[src/rtl/column_rx.sv]
// column_rx: receives frames from an asynchronous strobe/data link and
// presents each payload as column_select with a valid/ack handshake.
// A frame is a start bit (1), then WIDTH data bits MSB first, then an
// optional even-parity bit.
// Optional feature: define COLUMN_RX_PARITY_EN to add the parity bit
// and the PARITY state.
// WIDTH must be at least 2 and SYNC_STAGES at least 2.
module column_rx #(
    parameter int WIDTH       = 7,
    parameter int SYNC_STAGES = 2,
    parameter int TIMEOUT     = 4096
) (
    input  logic             clk,
    input  logic             reset,
    input  logic             clk_in,
    input  logic             bit_in,
    input  logic             ack,
    output logic [WIDTH-1:0] column_select,
    output logic             valid,
    output logic             ready_out,
    output logic             frame_err
);

    localparam int CW = $clog2(WIDTH + 1);
    localparam int TW = (TIMEOUT > 1) ? $clog2(TIMEOUT) : 1;

    localparam logic [1:0] IDLE   = 2'd0;
    localparam logic [1:0] DATA   = 2'd1;
`ifdef COLUMN_RX_PARITY_EN
    localparam logic [1:0] PARITY = 2'd2;
`endif
    localparam logic [1:0] HOLD   = 2'd3;

    logic [SYNC_STAGES-1:0] clk_sync;
    logic [SYNC_STAGES-1:0] bit_sync;
    logic                   clk_s;
    logic                   bit_s;
    logic                   prev;
    logic                   link_edge;
    logic [1:0]             state;
    logic [CW-1:0]          bit_cnt;
    logic [TW-1:0]          tmo;
    logic [WIDTH-1:0]       shreg;
    logic [WIDTH-1:0]       shift_nxt;

    // Synchronisers: identical depth on strobe and data keeps them aligned.
    // Deliberately not reset so a strobe held high through reset stays high.
    always_ff @(posedge clk) begin
        clk_sync <= {clk_sync[SYNC_STAGES-2:0], clk_in};
        bit_sync <= {bit_sync[SYNC_STAGES-2:0], bit_in};
    end

    assign clk_s     = clk_sync[SYNC_STAGES-1];
    assign bit_s     = bit_sync[SYNC_STAGES-1];
    assign link_edge = clk_s & ~prev;
    assign shift_nxt = {shreg[WIDTH-2:0], bit_s};
    assign ready_out = (state == IDLE) && !reset;

    // Frame FSM, payload capture, mid-frame timeout and abort pulse.
    always_ff @(posedge clk) begin
        if (reset) begin
            prev          <= 1'b1;
            state         <= IDLE;
            bit_cnt       <= '0;
            tmo           <= '0;
            shreg         <= '0;
            column_select <= '0;
            valid         <= 1'b0;
            frame_err     <= 1'b0;
        end else begin
            prev      <= clk_s;
            frame_err <= 1'b0;
            case (state)
                IDLE: begin
                    // A 0 on an idle edge is line noise, not a start bit.
                    if (link_edge && bit_s) begin
                        state   <= DATA;
                        bit_cnt <= '0;
                        tmo     <= '0;
                    end
                end
                DATA: begin
                    if (link_edge) begin
                        // An edge beats a timeout landing in the same cycle.
                        shreg   <= shift_nxt;
                        tmo     <= '0;
                        bit_cnt <= bit_cnt + 1'b1;
                        if (bit_cnt == CW'(WIDTH - 1)) begin
`ifdef COLUMN_RX_PARITY_EN
                            state <= PARITY;
`else
                            state         <= HOLD;
                            column_select <= shift_nxt;
                            valid         <= 1'b1;
`endif
                        end
                    end else if (tmo == TW'(TIMEOUT - 1)) begin
                        state     <= IDLE;
                        tmo       <= '0;
                        frame_err <= 1'b1;
                    end else begin
                        tmo <= tmo + 1'b1;
                    end
                end
`ifdef COLUMN_RX_PARITY_EN
                PARITY: begin
                    if (link_edge) begin
                        tmo <= '0;
                        if (^{shreg, bit_s} == 1'b0) begin
                            state         <= HOLD;
                            column_select <= shreg;
                            valid         <= 1'b1;
                        end else begin
                            state     <= IDLE;
                            frame_err <= 1'b1;
                        end
                    end else if (tmo == TW'(TIMEOUT - 1)) begin
                        state     <= IDLE;
                        tmo       <= '0;
                        frame_err <= 1'b1;
                    end else begin
                        tmo <= tmo + 1'b1;
                    end
                end
`endif
                HOLD: begin
                    // Link edges are ignored until the consumer takes the word.
                    if (ack) begin
                        valid <= 1'b0;
                        state <= IDLE;
                    end
                end
                default: state <= IDLE;
            endcase
        end
    end

endmodule

[config.mk]
export PLATFORM = sky130hd
export DESIGN_NAME = column_rx
export DESIGN_NICKNAME = d
export VERILOG_FILES = /design/src/rtl/column_rx.sv
export SDC_FILE = /design/constraint.sdc
export NUM_CORES = 1
export LEC_CHECK = 0
export CELL_PAD_IN_SITES_DETAIL_PLACEMENT = 2
export CELL_PAD_IN_SITES_GLOBAL_PLACEMENT = 2
export CORE_MARGIN = 5
export CORE_UTILIZATION = 30
export DETAILED_ROUTE_END_ITERATION = 10
export PLACE_DENSITY_LB_ADDON = 0.08
export SLEW_MARGIN = 20
export SYNTH_ARGS = -nofsm -noshare
export SYNTH_HDL_FRONTEND = slang
export SYNTH_SLANG_ARGS = --single-unit
export TNS_END_PERCENT = 5
[constraint.sdc]
create_clock -name clk -period 1.8 [get_ports clk]
set_input_delay 0.27 -clock clk [delete_from_list [all_inputs] [get_ports clk]]
set_output_delay 0.27 -clock clk [all_outputs]
set_load 0.005 [all_outputs]
==> flow_summary.toml <==
[detailed_routing]
drt-initial-drc-count = 42
viasPerCell = 4.73
vias = 1187
drt-wirelength-per-cell_microns = 15.1
ant_nets = 0
dr.pass1.iters = 4
drc = 0
wirelength_mm = 3.79

[worst_setup_path]
cp_slowest_stage_delay_ns = 0.48
cp.required_ns = 2.03
endpoint_kind = "register"
path_cells = "and4bb_1 > o21ai_4 > or4_1 > a21oi_1"
path_max_fanout = 6
crit_path_start_kind = "register"
slowest_stage = "or4_1"
path_class = "reg -> reg"
r2r_slack_ns = 0.17
crit_arrival_ns = 1.86

[final_layout]
n_antenna_cell = 0
syn_to_final_growth_pct = 23.4
fillCellCount = 584
drive_gt1_share_pct = 15.5
nets = 188

[global_route]
overflow = 0
grt_pass1_vias = 1387
antenna_found_initial = 0
grt_pass1_wl_mm = 6.64
track_usage_pct = 13.4
grt_max_degree = 22

[synthesis]
netlist_area_sq_um = 1530
async_reset_ff_share_pct = 0
synthFlopType = "dfxtp_1"
yosysTopAreaCell = "dfxtp_1"
yosysSeqAreaShare_pct = 48.5
syn_area_per_cell_sq_um = 9.79
synthTopCellsByArea = "dfxtp_1, mux2i_1, nor2_1"
netlist_instances = 156
synth.distinct_cells = 41
ys_top_cells_by_count = "dfxtp_1, nor2_1, mux2i_1, a21oi_1, nand2_1"
netlist.area_leader.share_pct = 48.5
yosys_warnings = 0
ys_ff_latch = 37
synth_edf_count = 0
syn_nets = 164
synth.most_common_cell = "dfxtp_1"

[timing]
worstMarginPinSlew_ns = 0.318
max_freq_ghz = 0.614
setup_viol = 0
hold_viol_final = 0
rsz0062_at_grt = "no"
slew_headroom_pct = 78.7
slew_violations = 0
finalSetupTns_ns = 0
period_needed_ns = 1.63
finalClockSkew_ns = 0.00299
period_share_pct = 90.5

[power]
p_leak_nw = 0.680
p_per_area_nw_per_um2 = 799
peakVddDrop_mv = 0.359
finalPower_mw = 1.50

[clocking]
clkSlewWorstSetupHoldPaths_ns = 0.08
postCtsHoldBufs = 0
cts.sinks = 37
clockBufferDepth = 2
cts_tree = "yes"
clockRootBuffer = "clkbuf_8"
cts_buffers = 5
insertion_delay_ns = 0.29
htreeDepth = 2

[floorplanning]
fp-row-count = 26
die_x_microns = 81.3
ioPinCount = 15
core_sq_um = 5010
initial_core_util_pct = 30.5
dieArea_sq_um = 6610
fp.dieH_microns = 81.3

[place]
hpwl_mm = 2.85
port_buffers = 14
globalplace.congestion = 0.719

[run]
maxCapViolations = 0

[worst_hold_path]
worst_hold_path_type = "reg -> reg"

[status]
outcome = "finished, final reports clean"
==> critical path: cells and delay by family (launching register included) <==
| family | cells | cell delay, ns |
|---|---|---|
| DFF | 1 | 0.34 |
| and+or+nand+nor | 2 | 0.93 |
| AOI/OAI and AO/OA | 2 | 0.28 |
==> timing repair <==
item / CTS / global route
gates resized for setup: 1 / 0
endpoints found under the setup margin: 1 / 0
buffers inserted: 0 / 0
==> layer usage <==
metal | share of wire, % | vias to the layer above | global-route usage (%)
met2 | 54 | 13 | 24.0
met1 | 41 | 580 | 14.0
met3 | 3.4 | 6 | 4.99
li1 | - | 588 | -
met5 | 0 | - | 0
met4 | 1.7 | 0 | 5.57
==> state kept, by name, indices dropped and copies added, names as in the netlist <==
name	count
column_select	7
valid	1
bit_sync	2
bit_cnt	3
frame_err	1
state	2
prev	1
clk_sync	2
shreg	6
tmo	12
==> report_power, final <==
part	internal [mW]	total (mW)	switching (mW)
registers	0.829	0.839	0.00934
logic	0.0365	0.0793	0.0428
clock network	0.271	0.587	0.316
==> stage by stage <==
step | instance area, sq um | hold WS [ns] | utilization [%] | cells | worst slack (ns)
floorplan | 1530 | 0.298 | - | 156 | 0.329
global placement | 1790 | 0.313 | 35.8 | 243 | 0.161
detailed placement | 1790 | 0.315 | 35.8 | 243 | 0.150
CTS | 1880 | 0.333 | 37.6 | 251 | 0.152
global route | 1880 | 0.343 | 37.6 | 251 | 0.0801
finish | 1880 | 0.332 | 37.6 | 251 | 0.172
==> placed cells by master (no fill, tap or decap), types with 2 or more instances in the layout <==
master,n
o211ai_1,3
o21ai_0,7
nor2_1,23
nor3_1,2
clkdlybuf4s50_1,13
nand3_1,3
nand2_1,8
and4_1,2
inv_1,5
mux2i_1,14
xor2_1,6
and3_1,2
clkinvlp_4,3
buf_4,10
a21oi_1,8
or3_1,3
dfxtp_1,37
ha_1,3
clkbuf_8,5
==> cell type report <==
cell class,instances,area [sq um],share of cell area (%)
sequential,37,741,39.3
multi-input combinational,106,712,37.8
timing repair buffer,25,234,12.4
tap,70,87.6,4.65
clock buffer,5,68.8,3.65
clock inverter,3,22.5,1.20
inverter,5,18.8,0.996
==> worst paths after layout <==
check | to | depth (start not counted) | from
worst min-delay path | bit_sync[1] | 0 | bit_sync[0]
worst max-delay path | tmo[11] | 4 | prev
worst min register to register | bit_sync[1] | 0 | bit_sync[0]
worst max register to register | tmo[11] | 4 | prev
==> cells by family (layout without fill, tap and decap cells) <==
logic type / after synthesis / after routing / share of synthesized area (%)
compound gates: 29 / 29 / 12.9
xor+xnor: 6 / 6 / 3.44
fa+ha+maj: 3 / 3 / 2.46
buf+inv: 13 / 38 / 4.84
flops: 37 / 37 / 48.5
mux: 14 / 14 / 9.18
simple gates: 54 / 54 / 18.7
Note: power is estimated with default switching activity, not from simulation.
